`config.mk`:
```
export PLATFORM = sky130hd
export DESIGN_NAME = svm_job_ctrl
export DESIGN_NICKNAME = d
export VERILOG_FILES = /design/src/rtl/svm_pkg.sv /design/src/rtl/svm_job_ctrl.sv
export SDC_FILE = /design/constraint.sdc
export NUM_CORES = 1
export LEC_CHECK = 0
export BUFFER_PORTS_ARGS = -buffer_cell sky130_fd_sc_hd__buf_2
export CORE_MARGIN = 2
export CORE_UTILIZATION = 35
export CTS_CLUSTER_DIAMETER = 40
export CTS_CLUSTER_SIZE = 20
export DETAILED_ROUTE_END_ITERATION = 16
export GPL_TIMING_DRIVEN = 1
export PLACE_DENSITY = 0.61
export RECOVER_POWER = 25
export SLEW_MARGIN = 10
export SYNTH_ARGS = -nofsm -noshare
export SYNTH_HDL_FRONTEND = slang
export SYNTH_SLANG_ARGS = --single-unit
```
`constraint.sdc`:
```
create_clock -name clk -period 1.5 [get_ports clk]
set_input_delay 0.45 -clock clk [delete_from_list [all_inputs] [get_ports clk]]
set_output_delay 0.45 -clock clk [all_outputs]
set_load 0.1 [all_outputs]
```
`src/rtl/svm_pkg.sv`:
```
// svm_pkg: shared job-controller state encoding and default sizing constants.
package svm_pkg;
    typedef enum logic [2:0] {IDLE, LOAD, REQ, CLASS_END, DONE} job_state_t;
    localparam int NUM_CLASSES_DEF = 10;
    localparam int CNT_W_DEF       = 10;
    localparam int ADDR_W_DEF      = 14;
endpackage

```
`src/rtl/svm_job_ctrl.sv`:
```
// svm_job_ctrl: walks every class of a job, issuing one SV memory read per support vector,
// with per-class and per-job completion signalling back to the control side.
module svm_job_ctrl
    import svm_pkg::*;
#(
    parameter int NUM_CLASSES = NUM_CLASSES_DEF,
    parameter int CLASS_W     = (NUM_CLASSES > 1) ? $clog2(NUM_CLASSES) : 1,
    parameter int CNT_W       = CNT_W_DEF,
    parameter int ADDR_W      = ADDR_W_DEF
) (
    input  logic               clk,
    input  logic               reset,
    input  logic               start,
    output logic               ready,
    output logic               done_intr_o,
    output logic [CLASS_W-1:0] class_o,
    input  logic [CNT_W-1:0]   sv_cnt_i,
    output logic               rd_req_o,
    output logic [ADDR_W-1:0]  rd_addr_o,
    input  logic               rd_ack_i,
    output logic               class_done_o
);
    job_state_t         state_q, state_d;
    logic [CLASS_W-1:0] class_q, class_d;
    logic [CNT_W-1:0]   cnt_q, cnt_d, limit_q, limit_d;
    logic [ADDR_W-1:0]  addr_q, addr_d;
    logic               ready_q, ready_d, done_q, done_d;
    logic               last_class;

    assign last_class = class_q == CLASS_W'(NUM_CLASSES - 1);

    always_comb begin
        state_d = state_q;
        class_d = class_q;
        cnt_d   = cnt_q;
        limit_d = limit_q;
        addr_d  = addr_q;
        done_d  = 1'b0;
        unique case (state_q)
            IDLE: begin
                class_d = '0;
                addr_d  = '0;
                cnt_d   = '0;
                if (start) state_d = LOAD;
            end
            LOAD: begin
                limit_d = sv_cnt_i;
                cnt_d   = '0;
                state_d = (sv_cnt_i == '0) ? CLASS_END : REQ;
            end
            REQ: begin
                if (rd_ack_i) begin
                    addr_d = addr_q + 1'b1;
                    cnt_d  = cnt_q + 1'b1;
                    if (cnt_d == limit_q) state_d = CLASS_END;
                end
            end
            CLASS_END: begin
                if (last_class) begin
                    state_d = DONE;
                    done_d  = 1'b1;
                end else begin
                    class_d = class_q + 1'b1;
                    state_d = LOAD;
                end
            end
            DONE: begin
                // Leaving only on a low start keeps a held command from retriggering.
                if (!start) state_d = IDLE;
            end
            default: state_d = IDLE;
        endcase
        ready_d = state_d == IDLE;
    end

    // ready is registered so it reads 0 while reset is held, 1 once released.
    always_ff @(posedge clk) begin
        if (!reset) begin
            state_q <= IDLE;
            class_q <= '0;
            cnt_q   <= '0;
            limit_q <= '0;
            addr_q  <= '0;
            ready_q <= 1'b0;
            done_q  <= 1'b0;
        end else begin
            state_q <= state_d;
            class_q <= class_d;
            cnt_q   <= cnt_d;
            limit_q <= limit_d;
            addr_q  <= addr_d;
            ready_q <= ready_d;
            done_q  <= done_d;
        end
    end

    assign ready        = ready_q;
    assign done_intr_o  = done_q;
    assign class_o      = class_q;
    assign rd_req_o     = state_q == REQ;
    assign rd_addr_o    = addr_q;
    assign class_done_o = state_q == CLASS_END;
endmodule

```
==> results of run 1 <==
[cells in the mapped netlist (all sizes together), types with 2 or more instances]
cell type / number / area share
nor2b: 5 / 0.014
o21ai: 10 / 0.022
a211oi: 2 / 0.0089
nor3: 10 / 0.022
nand4b: 2 / 0.0078
mux2i: 11 / 0.049
nand2b: 5 / 0.014
o31ai: 2 / 0.0066
buf: 7 / 0.018
nand3b: 2 / 0.0066
xor2: 6 / 0.023
and2: 3 / 0.0083
nand3: 13 / 0.029
a31oi: 2 / 0.0055
and3: 5 / 0.014
xnor2: 16 / 0.062
nor4: 5 / 0.014
inv: 8 / 0.014
nand2: 17 / 0.028
clkbuf: 5 / 0.0083
a21oi: 18 / 0.040
ha: 4 / 0.022
or4: 2 / 0.0083
nor3b: 5 / 0.019
o21a: 3 / 0.010
nor2: 45 / 0.076
dfxtp: 43 / 0.38
nand4: 4 / 0.011
[per-layer routing]
metal	vias up	GRT usage
met5	-	0
met1	1048	0.230
met2	61	0.278
met4	0	0.0519
li1	1152	-
met3	8	0.0334
[how the worst min path moves through the flow]
| stage | startpoint | endpoint | slack (ns) | depth (start not counted) |
|---|---|---|---|---|
| detailed placement | rd_addr_o[0] | rd_addr_o[0] | 0.48 | 1 |
| global route | sv_cnt_i[7] | limit_q[7] | 0.43 | 3 |
| floorplan | cnt_q[9] | cnt_q[9] | 0.47 | 2 |
| global placement | rd_addr_o[0] | rd_addr_o[0] | 0.48 | 1 |
| finish | sv_cnt_i[7] | limit_q[7] | 0.40 | 3 |
| CTS | sv_cnt_i[3] | limit_q[3] | 0.40 | 3 |
[flip-flops by register name, indices dropped and copies added, names as in the netlist]
name	flops
rd_addr_o	14
cnt_q	10
limit_q	10
class_o	4
state_q	3
done_intr_o	1
ready	1
[cell type report]
cell class,instances,area (um2),area share
Clock buffer,6,72.6,0.0193
Sequential cell,43,943,0.251
Multi-Input combinational cell,211,1550,0.412
Inverter,9,40.0,0.0106
Tap cell,77,96.3,0.0256
Clock inverter,2,60.1,0.0160
Timing Repair Buffer,96,1000,0.266
[what timing repair did]
item | 4_1_cts | 5_1_grt
cloned | 0 | 0
endpoints found under the setup margin | 9 | 24
pin swaps | 10 | 25
endpoints found under the hold margin | 0 | 0
resized for setup | 29 | 33
setup buffers | 8 | 9
[stage by stage]
stage	setup WS, ns	cells
final	-0.206	444
after CTS	-0.205	435
after global placement	-0.166	419
after detailed placement	-0.169	419
after floorplan	-0.304	275
after global routing	-0.242	444
[where the power goes]
group          total, uW  switching, uW  internal [uW]  leakage [uW]
registers           1160           25.2           1140      0.000367
clock network       1070            406            666     0.0000654
logic                443            238            205       0.00105
[logic make-up after synthesis]
| group | Yosys count |
|---|---|
| buffers and inverters | 21 |
| and+or+nand+nor | 129 |
| DFF | 43 |
| AOI/OAI and AO/OA | 45 |
| adders and majority gates | 4 |
| xor gates and xnor gates | 22 |
| muxes | 11 |
[worst max-delay path: cells and delay by family (launching register included)]
kind / cells / cell delay (ns)
buf+inv: 2 / 0.34
flops: 1 / 0.34
simple gates: 1 / 0.27
[layout by cell type, fill, tap and decap left out, types with 4 or more instances in the layout]
cell type and count:
dfxtp_2 6, buf_2 13, nor3_2 4, buf_12 22
dfxtp_1 17, nand2b_1 4, xor2_1 6, nor2_1 41
nand2_1 17, nor2_4 4, nand3_1 11, mux2i_1 11
buf_4 50, clkbuf_8 5, nor3_1 5, a21oi_1 14
a21oi_2 4, buf_6 10, dfxtp_4 20, o21ai_0 7
nor2b_1 4, inv_1 5, nand4_1 4, xnor2_1 16
==> out/qor.txt, run 1 <==
Largest net degree at the start of global routing: 26
DRC: 0
Total of max-cap violations: 0
I/O Pins: 36
Worst vdd ir: 0.488 mV
Cts hold-fix bufs: 0
Worst setup margin: -0.206 ns
Type of the tightest min-delay check: in2reg
Die X: 84.3 um
Grt ovf: 0
Root buffer cell: clkbuf_8
CP startpoint kind: flop
Register-to-Register Path Depth: 6
Post-synthesis cell type count: 51
Final Hold Fails: 0
# clock sinks: 43
WS Path Type: reg2out
Area delta synth->final: 66.6%
Initial antenna violation count: 0
Ys async rst share: 0
Ys flop type: dfxtp_1
Post-synthesis cell count: 275
HPWL Detailed: 4090 um
Clk slew on worst S/H paths: 0.08 ns
Synth warn: 0
Setup Viol. Count Final: 4
Clk_lat worst skew: 0.30 ns
CORE AREA: 6280 um2
Routed Antenna Nets: 0
Vias: 2269
Std cell rows: 29
Leak Pwr: 0.00148 uW
Clock buffer depth: 2
Crit end category: output pin
Worst Path Arrival: 1.26 ns
Drt pass-1 iters: 5
TritonCTS clock tree: built
Worst EP required: 1.05 ns
First-pass GRT wire length: 10000 um
Placed cell areas: 3230 um2
RR Endpoint: state_q[0]
RSZ-0062 raised after global routing: true
IO buf count: 35
Total die area: 7110 um2
Worst path cell trace: buf_12 > nor3b_4 > buf_12
Max-slew violations: 0
Die height: 84.3 um
Hold Slack: 0.404 ns
N_diodes: 0
Syn nets: 293
PD cells: 711 nW/um2
Slew HR: 0.775
Post-synth EDFFs: 0
Synth Cell Area: 2260 um2
Largest family of logic cells by synthesized area: simple AND/OR/NAND/NOR gates
Xor-xnor portion of the synthesized cell area: 0.0853
Post-Route Utilization: 0.599
FMAX: 0.586 GHz
Ratio of cells with drive above 1 in the final layout: 0.460
Status: finished, violations left
CP most frequent cell: buf_12
Vias in the first global route: 2180
Worst Max-Slew Pin Slew: 0.337 ns
Fin Setup TNS: -0.506 ns
Avg Cell Area, Syn: 8.21 um2
Slowest Stage Delay on Critical Path: 0.34 ns
Fillers: 511
Violated checks: negative setup slack
Fin area: 3760 um2
Pwr Total: 2680 uW
H-tree depth: 2
Post-Synth Simple-Gate Area: 0.296
Uppermost layer routed: met4
Met2 WL: 3020 um
Nets: 384
Worst path slowest cell: dfxtp_2
Min cycle time layout: 1.71 ns
Met3 wire length: 242 um
Final GP Congestion: 0.854
Synth Area in Adders: 0.0222
Setup slack, reg-to-reg: -0.17 ns
CP startpoint: state_q[2]
Vias per cell: 5.11
Metal-1 WL: 2790 um
Register area share after synthesis: 0.381
TritonCTS Buffers: 5
Starting density of the core: 0.360
FF+latch count, synth: 43
Max Fanout on Critical Path: 6
Synth Area in Compound Gates: 0.124
Routed WL per cell: 13.8 um
Initial drt markers: 83
Crit path to: rd_req_o
RR Startpoint: cnt_q[0]
Post-synthesis mux area share: 0.0488
Tcrit/Tclk final: 1.14
GRT Total Usage: 0.171
Drt total wl: 6130 um
Clk_skew: 0.0111 ns
Power figures use the tool's default switching activity.
==> inputs of run 2 (changes only) <==
Settings changed: BUFFER_PORTS_ARGS -buffer_cell sky130_fd_sc_hd__buf_2 to -buffer_cell sky130_fd_sc_hd__buf_4, RECOVER_POWER 25 to 50.
==> out/qor.txt, run 2 (synthesis gave the netlist of run 1 again) <==
Register-to-Register Path Depth: 6
Placed cell areas: 2950 um2
Root buffer cell: clkbuf_8
Routed WL per cell: 13.3 um
Clk_lat worst skew: 0.30 ns
Max Fanout on Critical Path: 4
WHS Endpoint: limit_q[4]
Ratio of cells with drive above 1 in the final layout: 0.403
GRT Total Usage: 0.156
DRC: 0
Most frequent cells in the layout: buf_4 (51), nor2_1 (41), dfxtp_4 (20)
Nets: 362
First-pass GRT wire length: 9210 um
# clock sinks: 43
Vias in the first global route: 1996
IO buf count: 35
Hold Crit Depth: 3
Drt total wl: 5610 um
Initial antenna violation count: 0
Worst Max-Slew Pin Slew: 0.382 ns
Status: finished, violations left
Clk slew on worst S/H paths: 0.09 ns
TritonCTS Buffers: 5
Leading cell type in the layout, fill and taps excluded: buf_4
RR Startpoint: state_q[0]
CORE AREA: 6280 um2
Max reg flops: 14
Total die area: 7110 um2
Vias per cell: 5.14
Final GP Congestion: 0.858
Initial drt markers: 58
I/O Pins: 36
Type of the tightest min-delay check: in2reg
Fin Setup TNS: -0.597 ns
Hold Slack: 0.387 ns
RR Endpoint: cnt_q[9]
Drt pass-1 iters: 4
Worst EP required: 1.05 ns
Worst setup margin: -0.207 ns
Crit end category: output pin
Fin area: 3270 um2
TritonCTS clock tree: built
Worst vdd ir: 0.447 mV
CP startpoint kind: flop
Slew HR: 0.745
Final Hold Fails: 0
WS Path Type: reg2out
Routed Antenna Nets: 0
PD cells: 761 nW/um2
RSZ-0062 raised after global routing: true
Die height: 84.3 um
Min cycle time layout: 1.71 ns
HPWL Detailed: 4050 um
Clk_skew: 0.0114 ns
Starting density of the core: 0.360
Tcrit/Tclk final: 1.14
Hold_sp: sv_cnt_i[4]
Largest net degree at the start of global routing: 26
Clock buffer depth: 2
Violated checks: negative setup slack
FMAX: 0.586 GHz
Vias: 2167
Grt ovf: 0
Max-slew violations: 0
Cts hold-fix bufs: 0
Leak Pwr: 0.00124 uW
Setup Viol. Count Final: 8
Worst Path Arrival: 1.26 ns
Die X: 84.3 um
Fillers: 602
Std cell rows: 29
H-tree depth: 2
N_diodes: 0
Area delta synth->final: 44.6%
Total of max-cap violations: 0
Setup slack, reg-to-reg: -0.09 ns
-- run 2: cell types whose count changed in the layout (fill, tap and decap cells not counted), sizes merged --
| cell | change |
|---|---|
| clkinv | +2 |
| clkbuf | +14 |
| bufinv | -1 |
| buf | -37 |
-- run 2: worst max path at each step --
stage | from | endpoint | slack [ns]
2_1_floorplan | state_q[1] | cnt_q[2] | -0.30
3_3_place_gp | state_q[0] | ready | -0.09
3_5_place_dp | rd_ack_i | cnt_q[9] | -0.11
4_1_cts | state_q[0] | rd_req_o | -0.23
5_1_grt | state_q[0] | rd_req_o | -0.24
6_report | state_q[0] | rd_req_o | -0.21
-- run 2: final cells by class --
class | instances | area [um2] | share of cell area
Inverter | 9 | 40.0 | 0.0123
Timing Repair Buffer | 74 | 601 | 0.184
Sequential cell | 43 | 942 | 0.289
Clock buffer | 5 | 68.8 | 0.0211
Clock inverter | 3 | 43.8 | 0.0134
Multi-Input combinational cell | 211 | 1470 | 0.451
Tap cell | 77 | 96.3 | 0.0295
-- run 2: repair_timing --
item	CTS	global route
setup buffers	3	1
setup endpoints to repair	12	24
pin swaps	8	3
resized for setup	23	26
-- run 2: critical path: stages (launching register included) --
cell	delay [ns]
dfxtp_4	0.37
buf_6	0.12
nor3b_4	0.24
buf_12	0.21
-- run 2: where the power goes --
| group | internal, uW | switching [uW] |
|---|---|---|
| clock network | 496 | 431 |
| registers | 1140 | 28.9 |
| logic | 173 | 219 |
-- run 2: stage by stage --
stage               utilization  power, uW  setup WS, ns  cells
floorplan                     -       1420        -0.304    275
global placement          0.471       1540       -0.0860    410
detailed placement        0.471       1540        -0.115    410
CTS                       0.504       2500        -0.235    421
global route              0.520       2580        -0.239    422
finish                    0.520       2480        -0.207    422
-- run 2: layer usage --
metal  GRT usage  routed length (um)  vias to the layer above
met5           0                   0                        -
met4      0.0390                  31                        0
met3      0.0383                 226                        2
met2       0.248                2650                       42
met1       0.213                2700                     1017
li1            -                   -                     1106
==> inputs of run 3 (changes only) <==
Settings changed: CORE_UTILIZATION 35 to 30, CTS_BUF_LIST from default to sky130_fd_sc_hd__clkbuf_4 sky130_fd_sc_hd__clkbuf_8, PLACE_DENSITY 0.61 to 0.54, SKIP_LAST_GASP from default to 1.
==> out/qor.txt, run 3 (synthesis gave the netlist of run 1 again) <==
Status: finished, violations left
Violated checks: negative setup slack
Clk_skew: 0.00783 ns
Min cycle time layout: 1.69 ns
Max Fanout on Critical Path: 9
First-pass GRT wire length: 10100 um
Clk_lat worst skew: 0.30 ns
I/O Pins: 36
Worst vdd ir: 0.483 mV
Worst setup margin: -0.186 ns
Non-filler cells, final: 469
N_diodes: 0
Clk slew on worst S/H paths: 0.09 ns
WS Path Type: reg2out
Vias in the first global route: 2166
Hold Crit Depth: 3
# clock sinks: 43
Drt total wl: 6180 um
Vias: 2271
Setup Viol. Count Final: 23
M2 GR Usage: 0.244
TritonCTS clock tree: built
Worst Max-Slew Pin Slew: 0.390 ns
Max reg flops: 14
Root buffer cell: clkbuf_8
Drt pass-1 iters: 4
CORE AREA: 7250 um2
RR Startpoint: state_q[2]
Die height: 90.8 um
GRT Total Usage: 0.150
Most Crowded Layer GR: met2
Leak Pwr: 0.00143 uW
FMAX: 0.593 GHz
Routed Antenna Nets: 0
Grt ovf: 0
Cts hold-fix bufs: 0
Area delta synth->final: 59.0%
Total die area: 8240 um2
Type of the tightest min-delay check: in2reg
Post-Route Utilization: 0.495
IO buf count: 35
Leading cell type in the layout, fill and taps excluded: buf_4
Ratio of cells with drive above 1 in the final layout: 0.465
H-tree depth: 2
RSZ-0062 raised after global routing: true
WHS Endpoint: limit_q[0]
Hold Slack: 0.387 ns
Initial drt markers: 94
Die X: 90.8 um
Slew HR: 0.739
Final GP Congestion: 0.853
Fin Setup TNS: -1.72 ns
RR Endpoint: cnt_q[3]
Crit end category: output pin
Register-to-Register Path Depth: 10
TritonCTS Buffers: 5
Worst EP required: 1.05 ns
Max-slew violations: 0
GR Layer Usage met1: 0.198
CP startpoint kind: flop
DRC: 0
Clock buffer depth: 2
Hold_sp: sv_cnt_i[0]
Tcrit/Tclk final: 1.12
Most frequent cells in the layout: buf_4 (73), nor2_1 (42), dfxtp_1 (21)
CP startpoint: state_q[2]
Worst Path Arrival: 1.24 ns
Vias per cell: 4.84
Nets: 387
Final Hold Fails: 0
Routed WL per cell: 13.2 um
GR Util met3: 0.0275
Total of max-cap violations: 0
Starting density of the core: 0.311
Std cell rows: 31
Initial antenna violation count: 0
HPWL Detailed: 4320 um
Setup slack, reg-to-reg: -0.13 ns
PD cells: 707 nW/um2
Largest net degree at the start of global routing: 17
DP Cell Count: 448
run 3: cell count changes in the layout (fill, tap and decap cells not counted), moves of 3 or more:
cell      previous run  this run
a21oi_1             17        14
buf_6                4         9
dfxtp_1             18        21
o21ai_2              0         3
dfxtp_4             20        16
buf_4               51        73
clkbuf_4            13         7
run 3: worst max path at each step:
stage,end,depth (start not counted),slack [ns]
detailed placement,rd_addr_o[12],6,-0.08
finish,rd_req_o,3,-0.19
floorplan,cnt_q[2],5,-0.30
CTS,rd_req_o,3,-0.20
global route,rd_req_o,3,-0.25
global placement,state_q[0],6,-0.1
run 3: critical path: stages (launching register included):
cell     delay, ns
dfxtp_2       0.34
buf_8         0.13
nor3b_4       0.25
buf_12        0.21
run 3: stage by stage:
step	total power, uW	cell area, um2	setup slack, ns
2_1_floorplan	1420	2420	-0.304
3_3_place_gp	1550	3100	-0.0994
3_5_place_dp	1550	3100	-0.0819
4_1_cts	2530	3390	-0.202
5_1_grt	2660	3590	-0.248
6_report	2540	3590	-0.186
run 3: cell type report:
type	count	area [um2]
Multi-Input combinational cell	211	1570
Clock buffer	5	68.8
Fill cell	732	3660
Sequential cell	43	928
Clock inverter	3	42.5
Inverter	9	40.0
Timing Repair Buffer	99	816
Tap cell	99	124
run 3: per-layer routing:
metal | up-vias | routed length [um]
met5 | - | 0
met4 | 0 | 106
met3 | 10 | 236
met2 | 49 | 2930
met1 | 1055 | 2910
li1 | 1157 | -
run 3: timing repair:
item / CTS / global route
pin swaps: 8 / 15
endpoints found under the setup margin: 17 / 28
setup buffers: 5 / 8
gates resized for setup: 34 / 36
run 3: where the power goes:
part	total (uW)	internal, uW	switching, uW
combinational	430	196	234
clock	936	497	439
sequential	1170	1140	30.3
